## src/rtl/top_if.sv

```systemverilog
// Operand/result handshake bundle for the GCD processor.
interface top_if;
  logic       Start;
  logic       Busy;
  logic [7:0] InA;
  logic [7:0] InB;
  logic [7:0] Out;

  modport master (
    output Start, InA, InB,
    input  Busy, Out
  );

  modport slave (
    input  Start, InA, InB,
    output Busy, Out
  );
endinterface

```

## src/rtl/top.sv

```systemverilog
// GCD processor: controller FSM plus subtract-and-compare datapath.
// One subtraction per cycle until an operand is zero or both match.
module top (
  input  logic clk,
  input  logic reset,
  top_if.slave bus
);
  typedef enum logic {IDLE, CALC} state_t;

  state_t     state_q, state_d;
  logic [7:0] a_q, a_d;
  logic [7:0] b_q, b_d;
  logic [7:0] r_q, r_d;

  logic a_z, b_z, both;
  logic fin_a, fin_b, fin_eq;
  logic sub_a, sub_b;

  assign a_z    = (a_q == 8'd0);
  assign b_z    = (b_q == 8'd0);
  assign both   = !a_z && !b_z;
  // Mutually exclusive decode of the completion/step priority chain.
  assign fin_a  = a_z;
  assign fin_b  = !a_z && b_z;
  assign fin_eq = both && (a_q == b_q);
  assign sub_a  = both && (a_q > b_q);
  assign sub_b  = both && (a_q < b_q);

  always_ff @(posedge clk) begin
    if (reset) begin
      state_q <= IDLE;
      a_q     <= 8'd0;
      b_q     <= 8'd0;
      r_q     <= 8'd0;
    end else begin
      state_q <= state_d;
      a_q     <= a_d;
      b_q     <= b_d;
      r_q     <= r_d;
    end
  end

  always_comb begin
    state_d = state_q;
    a_d     = a_q;
    b_d     = b_q;
    r_d     = r_q;
    unique case (state_q)
      IDLE: begin
        if (bus.Start) begin
          a_d     = bus.InA;
          b_d     = bus.InB;
          state_d = CALC;
        end
      end
      CALC: begin
        unique case (1'b1)
          fin_a: begin
            r_d     = b_q;
            state_d = IDLE;
          end
          fin_b, fin_eq: begin
            r_d     = a_q;
            state_d = IDLE;
          end
          sub_a: a_d = a_q - b_q;
          sub_b: b_d = b_q - a_q;
          default: ;
        endcase
      end
      default: state_d = IDLE;
    endcase
  end

  assign bus.Busy = (state_q == CALC);
  assign bus.Out  = r_q;
endmodule

```

## src/flat_wrapper.sv

```systemverilog
// flat-port wrapper written by rule: the top's interface ports become plain ports
module top_flat 
  (clk, reset, bus_Start, bus_InA, bus_InB, bus_Busy, bus_Out);
  top_if bus_i ();
  input  logic clk;
  input  logic reset;
  input wire logic [$bits(bus_i.Start)-1:0] bus_Start;
  input wire logic [$bits(bus_i.InA)-1:0] bus_InA;
  input wire logic [$bits(bus_i.InB)-1:0] bus_InB;
  output wire logic [$bits(bus_i.Busy)-1:0] bus_Busy;
  output wire logic [$bits(bus_i.Out)-1:0] bus_Out;
  assign bus_i.Start = bus_Start;
  assign bus_i.InA = bus_InA;
  assign bus_i.InB = bus_InB;
  assign bus_Busy = bus_i.Busy;
  assign bus_Out = bus_i.Out;
  top u_core (.clk(clk), .reset(reset), .bus(bus_i));
endmodule
```

## config.mk

```make
export PLATFORM = sky130hd
export DESIGN_NAME = top_flat
export DESIGN_NICKNAME = d
export VERILOG_FILES = /design/src/rtl/top_if.sv /design/src/rtl/top.sv /design/src/flat_wrapper.sv
export SDC_FILE = /design/constraint.sdc
export NUM_CORES = 1
export LEC_CHECK = 0
export ABC_AREA = 1
export CORE_MARGIN = 1
export CORE_UTILIZATION = 32
export CTS_BUF_LIST = sky130_fd_sc_hd__clkbuf_4 sky130_fd_sc_hd__clkbuf_8
export CTS_CLUSTER_SIZE = 40
export DETAILED_ROUTE_END_ITERATION = 10
export GPL_ROUTABILITY_DRIVEN = 0
export PLACE_DENSITY_LB_ADDON = 0.2
export REMOVE_ABC_BUFFERS = 1
export SLEW_MARGIN = 20
export SYNTH_ARGS = -nofsm -noshare
export SYNTH_HDL_FRONTEND = slang
export SYNTH_SLANG_ARGS = --single-unit
```

## constraint.sdc

```tcl
create_clock -name clk -period 1.87 [get_ports clk]
set_input_delay 0.374 -clock clk [delete_from_list [all_inputs] [get_ports clk]]
set_output_delay 0.374 -clock clk [all_outputs]
set_load 0.02 [all_outputs]
```

=== After elaboration in Yosys (flattened, before gate mapping) ===
Index checks and enable logic that the tools add are counted.

* Register bits: 25
* Input bits: 19

* Mux-type cells: 10
* Eq/ne operators: 4
* Magnitude comparators: 2
* Bitwise gates (word level): 1
* Reduce and logical (&&, ||, !) cells: 15
* Add/sub/neg operators: 2

{| class="wikitable"
|+ Operators by type and width
! cell !! count
|-
| case mux 8 bit (2 select lines) || 3
|-
| 2-to-1 mux 8 bit || 4
|-
| logical NOT 8 bit || 2
|-
| subtractor 8 bit || 2
|-
| equality test 8 bit || 1
|-
| > comparator 8 bit || 1
|-
| less-than comparator 8 bit || 1
|-
| inequality test 2 bit, second input constant || 3
|-
| AND reduction 2 bit || 3
|-
| logical AND 1 bit || 5
|-
| OR reduction 3 bit || 1
|-
| logical NOT 1 bit || 2
|-
| 2-to-1 mux 1 bit || 2
|-
| case mux 1 bit (2 select lines) || 1
|-
| nonzero test 2 bit || 1
|-
| OR reduction 2 bit || 1
|-
| NOT 1 bit || 1
|}

=== Depth between registers and ports, before layout ===
* Depth in word-level cells: 7
* Depth in mapped cells: 13
* Depth with buffers taken out: 12

=== Least setup slack after synthesis ===
OpenSTA, ideal clock, no wires.

* Path type: flip-flop to flip-flop
* Start: register u_core.a_q[0]
* End: register u_core.a_q[3]
* Data required time: 1757 ps
* Path slack: 10 ps
* Stages on the path, launching flop included: 11
* Buffers on the path: 0
* Arrival time: 1747 ps
* Cell sequence: dfxtp_1 -> inv_1 -> ha_1 -> fa_1 -> nand3b_1 -> nand2_1 -> a21oi_2 -> nand2_2 -> nand3_4 -> nor2_1 -> nor2_1

* Word-level cells in the longest chain between the ends: 6
* Elaborated cells between the ends (all ways): 10
* Classes of those cells: 1 x add/sub; 1 x order compare; 1 x eq/ne; 2 x mux; 5 x reduce/logical

{| class="wikitable"
|+ RTL lines
! item !! line !! RTL
|-
| start, declared || top.sv:11 || <nowiki>logic [7:0] a_q, a_d;</nowiki>
|-
| start signal, assigned || top.sv:32 || <nowiki>a_q <= 8'd0;</nowiki>
|-
| start signal, assigned || top.sv:37 || <nowiki>a_q <= a_d;</nowiki>
|-
| parallel branches: the longest is 6 deep, another holds subtractor 8 bit || n/a ||
|}

Several ways; the timed one is not identified. The select of a mux whose other input is x is not followed.
A chain may end at the register's enable or synchronous reset.

=== Final worst setup path ===
* Start: register u_core.a_q[0]
* End: register u_core.b_q[4]

* Word-level cells in the longest chain between the ends: 6
* Elaborated cells between the ends (all ways): 10
* Classes of those cells: 1 x add/sub; 1 x order compare; 1 x eq/ne; 2 x mux; 5 x reduce/logical

{| class="wikitable"
|+ RTL lines
! item !! line !! RTL
|-
| parallel branches: the longest is 6 deep, another holds subtractor 8 bit || n/a ||
|-
| end signal, assigned || top.sv:33 || <nowiki>b_q <= 8'd0;</nowiki>
|-
| end signal, assigned || top.sv:38 || <nowiki>b_q <= b_d;</nowiki>
|-
| end, declared || top.sv:12 || <nowiki>logic [7:0] b_q, b_d;</nowiki>
|}

Several ways; the timed one is not identified. The select of a mux whose other input is x is not followed.

==> flow_metrics.env <==
export IMPL_slew_violations=0
export IMPL_crit_buf_inv=1
export IMPL_p_sw_mw=2.98
export IMPL_finalCritPeriodShare_pct=99.1
export IMPL_place_hpwl_mm=4.76
export IMPL_p_int_mw=2.74
export IMPL_dp_cells=454
export IMPL_ant_nets=0
export IMPL_crit_type="reg -> reg"
export IMPL_synth_area_um2=2070
export IMPL_yosysWarningCount=0
export IMPL_globalRoute_totalOverflow=0
export IMPL_dieArea_um2=6800
export IMPL_clkSinkCount=25
export IMPL_drtIter0Drc=98
export IMPL_h_tree_depth=1
export IMPL_postPlaceCellArea_um2=2610
export IMPL_final_nets=423
export IMPL_root_buffer="clkbuf_8"
export IMPL_cts_hold_buffers=0
export IMPL_grt_max_degree=21
export IMPL_ys_ff_latch=25
export IMPL_startpoint="u_core.a_q[0]"
export IMPL_netlist_area_leader_share_pct=24.2
export IMPL_grt_pass1_vias=2080
export IMPL_drc=0
export IMPL_drt_wl_total_mm=6.15
export IMPL_grtUsageTotal_pct=19.4
export IMPL_finalWorstSetupSlack_ps=16.7
export IMPL_grt_antenna_before_repair=0
export IMPL_preCtsSetupSlack_ps=-42.2
export IMPL_start_util_pct=34.0
export IMPL_synth_top_family_by_area="simple AND/OR/NAND/NOR gates"
export IMPL_hold_class="reg -> reg"
export IMPL_die_y_um=82.5
export IMPL_cpMostUsedCell="nand2_2"
export IMPL_start_kind="flip-flop"
export IMPL_synth_top_flop_cell="dfxtp_1"
export IMPL_cts_tree="yes"
export IMPL_synth_edf_count=0
export IMPL_critPathMaxStageDelay_ps=350
export IMPL_synthCells=331
export IMPL_stdcell_area_um2=2830
export IMPL_r2r_start="u_core.a_q[0]"
export IMPL_drv_cap=0
export IMPL_cp_slowest_cell="fa_2"
export IMPL_endpoint_kind="flip-flop"
export IMPL_hp_start="u_core.b_q[7]"
export IMPL_cts_buffers=3
export IMPL_skew_ps=4.63
export IMPL_outcome="finished, final reports clean"
export IMPL_coreArea_um2=6100
export IMPL_p_clk_share_pct=6.2
export IMPL_tightest_slew_ps=399
export IMPL_seq_area_frac_synth_pct=24.2
export IMPL_rsz0062_at_grt="yes"
export IMPL_post_route_min_period_ps=1850
export IMPL_async_flop_share_pct=0
export IMPL_yosysTopAreaCell="dfxtp_1"
export IMPL_synthXorXnorAreaFrac_pct=1.27
export IMPL_muxShareOfSynthArea_pct=0.483
export IMPL_io_pins=28
export IMPL_routedWlPerCell_um=13.3
export IMPL_critPathArrivalTime_ps=2020
export IMPL_critPathTopFamily="simple AND/OR/NAND/NOR gates"
export IMPL_drive_above_1_share_pct=22.5
export IMPL_synthTopCellsByArea="dfxtp_1 24%, nand2_1 16%, nor2_1 9.4%, ha_1 9.1%, inv_1 7.4%"
export IMPL_io_buffers=27
export IMPL_placementRows=28
export IMPL_finalHoldViolCount=0
export IMPL_power_density_nw_per_um2=2020
export IMPL_crit_path_cell_trace="inv_2 -> ha_4 -> fa_2 -> nand3b_1 -> nand2_2 -> a21oi_4 -> nand2_2 -> nand2_4 -> o21ai_0 -> nor2_1"
export IMPL_worstPathRequired_ps=2040
export IMPL_seqPwrFrac_pct=16.0
export IMPL_cp_max_fo=9
export IMPL_die_w_um=82.5
export IMPL_leakagePower_nw=1.36
export IMPL_avgSynthCellArea_um2=6.26
export IMPL_grt_pass1_wl_mm=9.83
export IMPL_final_setup_viol_count=0
export IMPL_fmax_ghz=0.540
export IMPL_area_delta_synth_final_pct=36.7
export IMPL_synth_fa_ha_area_share_pct=11.0
export IMPL_via_per_inst=4.73
export IMPL_ys_types=33
export IMPL_cts_clk_slew_worst_paths_ps=100
export IMPL_cts_buffer_depth=2
export IMPL_slew_headroom_pct=73.3
export IMPL_ir_worst_vdd_mv=0.644
export IMPL_n_antenna_cell=0
export IMPL_synth_compound_area_share_pct=12.9
export IMPL_pwr_share_comb_pct=77.8
export IMPL_synth_simple_area_share_pct=39.9
export IMPL_swShare_pct=52.1
export IMPL_clk_latency_ps=270
export IMPL_first_pass_iters=4
export IMPL_vias=2181
export IMPL_fin_cells=461
[routing by layer]
| metal | share of wire (%) | GRT usage [%] | up-vias |
|---|---|---|---|
| li1 | - | - | 1155 |
| met1 | 47 | 25.9 | 980 |
| met2 | 48 | 33.1 | 42 |
| met3 | 3.8 | 2.75 | 4 |
| met4 | 0.75 | 3.68 | 0 |
| met5 | 0 | 0 | - |
[timing repair]
action                     in CTS  in global routing
setup endpoints to repair      16                 24
setup buffers                   1                  1
pin swaps                       2                 10
cloned                          1                  0
resized for setup               6                 32
[final cells by class]
class	count	area, um^2
Timing Repair Buffer	58	510
Multi-Input combinational cell	255	1500
Clock buffer	4	48.8
Tap cell	75	93.8
Fill cell	651	3260
Sequential cell	25	508
Inverter	44	173
[worst min-delay path: stages, from the launching register on]
cell	delay, ps
dfxtp_2	350
nand3_1	90
a21oi_2	50
[cell families after synthesis]
family / count (synthesis)
buffers and inverters: 52
muxes: 1
adders and majority gates: 17
xor gates and xnor gates: 3
DFF: 25
and+or+nand+nor: 185
AOI/OAI and AO/OA: 48
[placed cells by master (no fill, tap or decap), drive strengths merged]
| cell type | instances |
|---|---|
| nor2 | 56 |
| o21ai | 21 |
| mux2i | 1 |
| nand3 | 25 |
| nand3b | 1 |
| clkbuf | 4 |
| nand2 | 98 |
| ha | 15 |
| xnor2 | 1 |
| a31oi | 2 |
| o211ai | 1 |
| fa | 2 |
| xor2 | 2 |
| inv | 44 |
| or2 | 3 |
| a21o | 1 |
| nand4 | 3 |
| clkdlybuf4s50 | 27 |
| buf | 31 |
| dfxtp | 25 |
| a21oi | 23 |
[power by group through the flow]
stage / clock (mW) / sequential [mW] / combinational [mW]
CTS: 0.366 / 0.891 / 4.12
finish: 0.355 / 0.915 / 4.45
floorplan: 0 / 0.991 / 2.59
detailed placement: 0 / 0.899 / 3.96
global placement: 0 / 0.902 / 3.93
global route: 0.381 / 0.935 / 4.99
[registers in the layout, summed over array words and instances (netlist names)]
register / count
u_core.bus.Busy: 1
u_core.bus.Out: 8
u_core.a_q: 8
u_core.b_q: 8
[path summary, 6_finish.rpt]
check                  endpoint  slack [ps]  cells past startpoint
hold reg to reg   u_core.b_q[7]         530                      2
setup reg to reg  u_core.b_q[4]          20                     10
setup / recovery  u_core.b_q[4]          20                     10
hold / removal    u_core.b_q[7]         530                      2
[synthesized netlist by cell type (3+ instances only)]
cell type and n:
o21ai_1 3, o21ai_0 18, nand4_1 3, nand3_1 22
nand2_4 5, or2_2 3, nor2_1 52, inv_1 41
a21oi_1 19, a21oi_2 4, dfxtp_1 25, nand2_1 88
clkbuf_1 3, ha_1 15, nor2_2 3, nand2_2 5
[through the flow]
stage	power, mW	hold WS [ps]	setup TNS (ps)	util [%]
floorplan	3.58	443	0	-
CTS	5.38	533	0	44.2
global placement	4.83	517	-29.2	42.8
finish	5.72	525	0	46.4
detailed placement	4.86	511	-193	42.8
global route	6.30	548	-868	46.4
No activity file was read; power rests on OpenSTA's default activity.
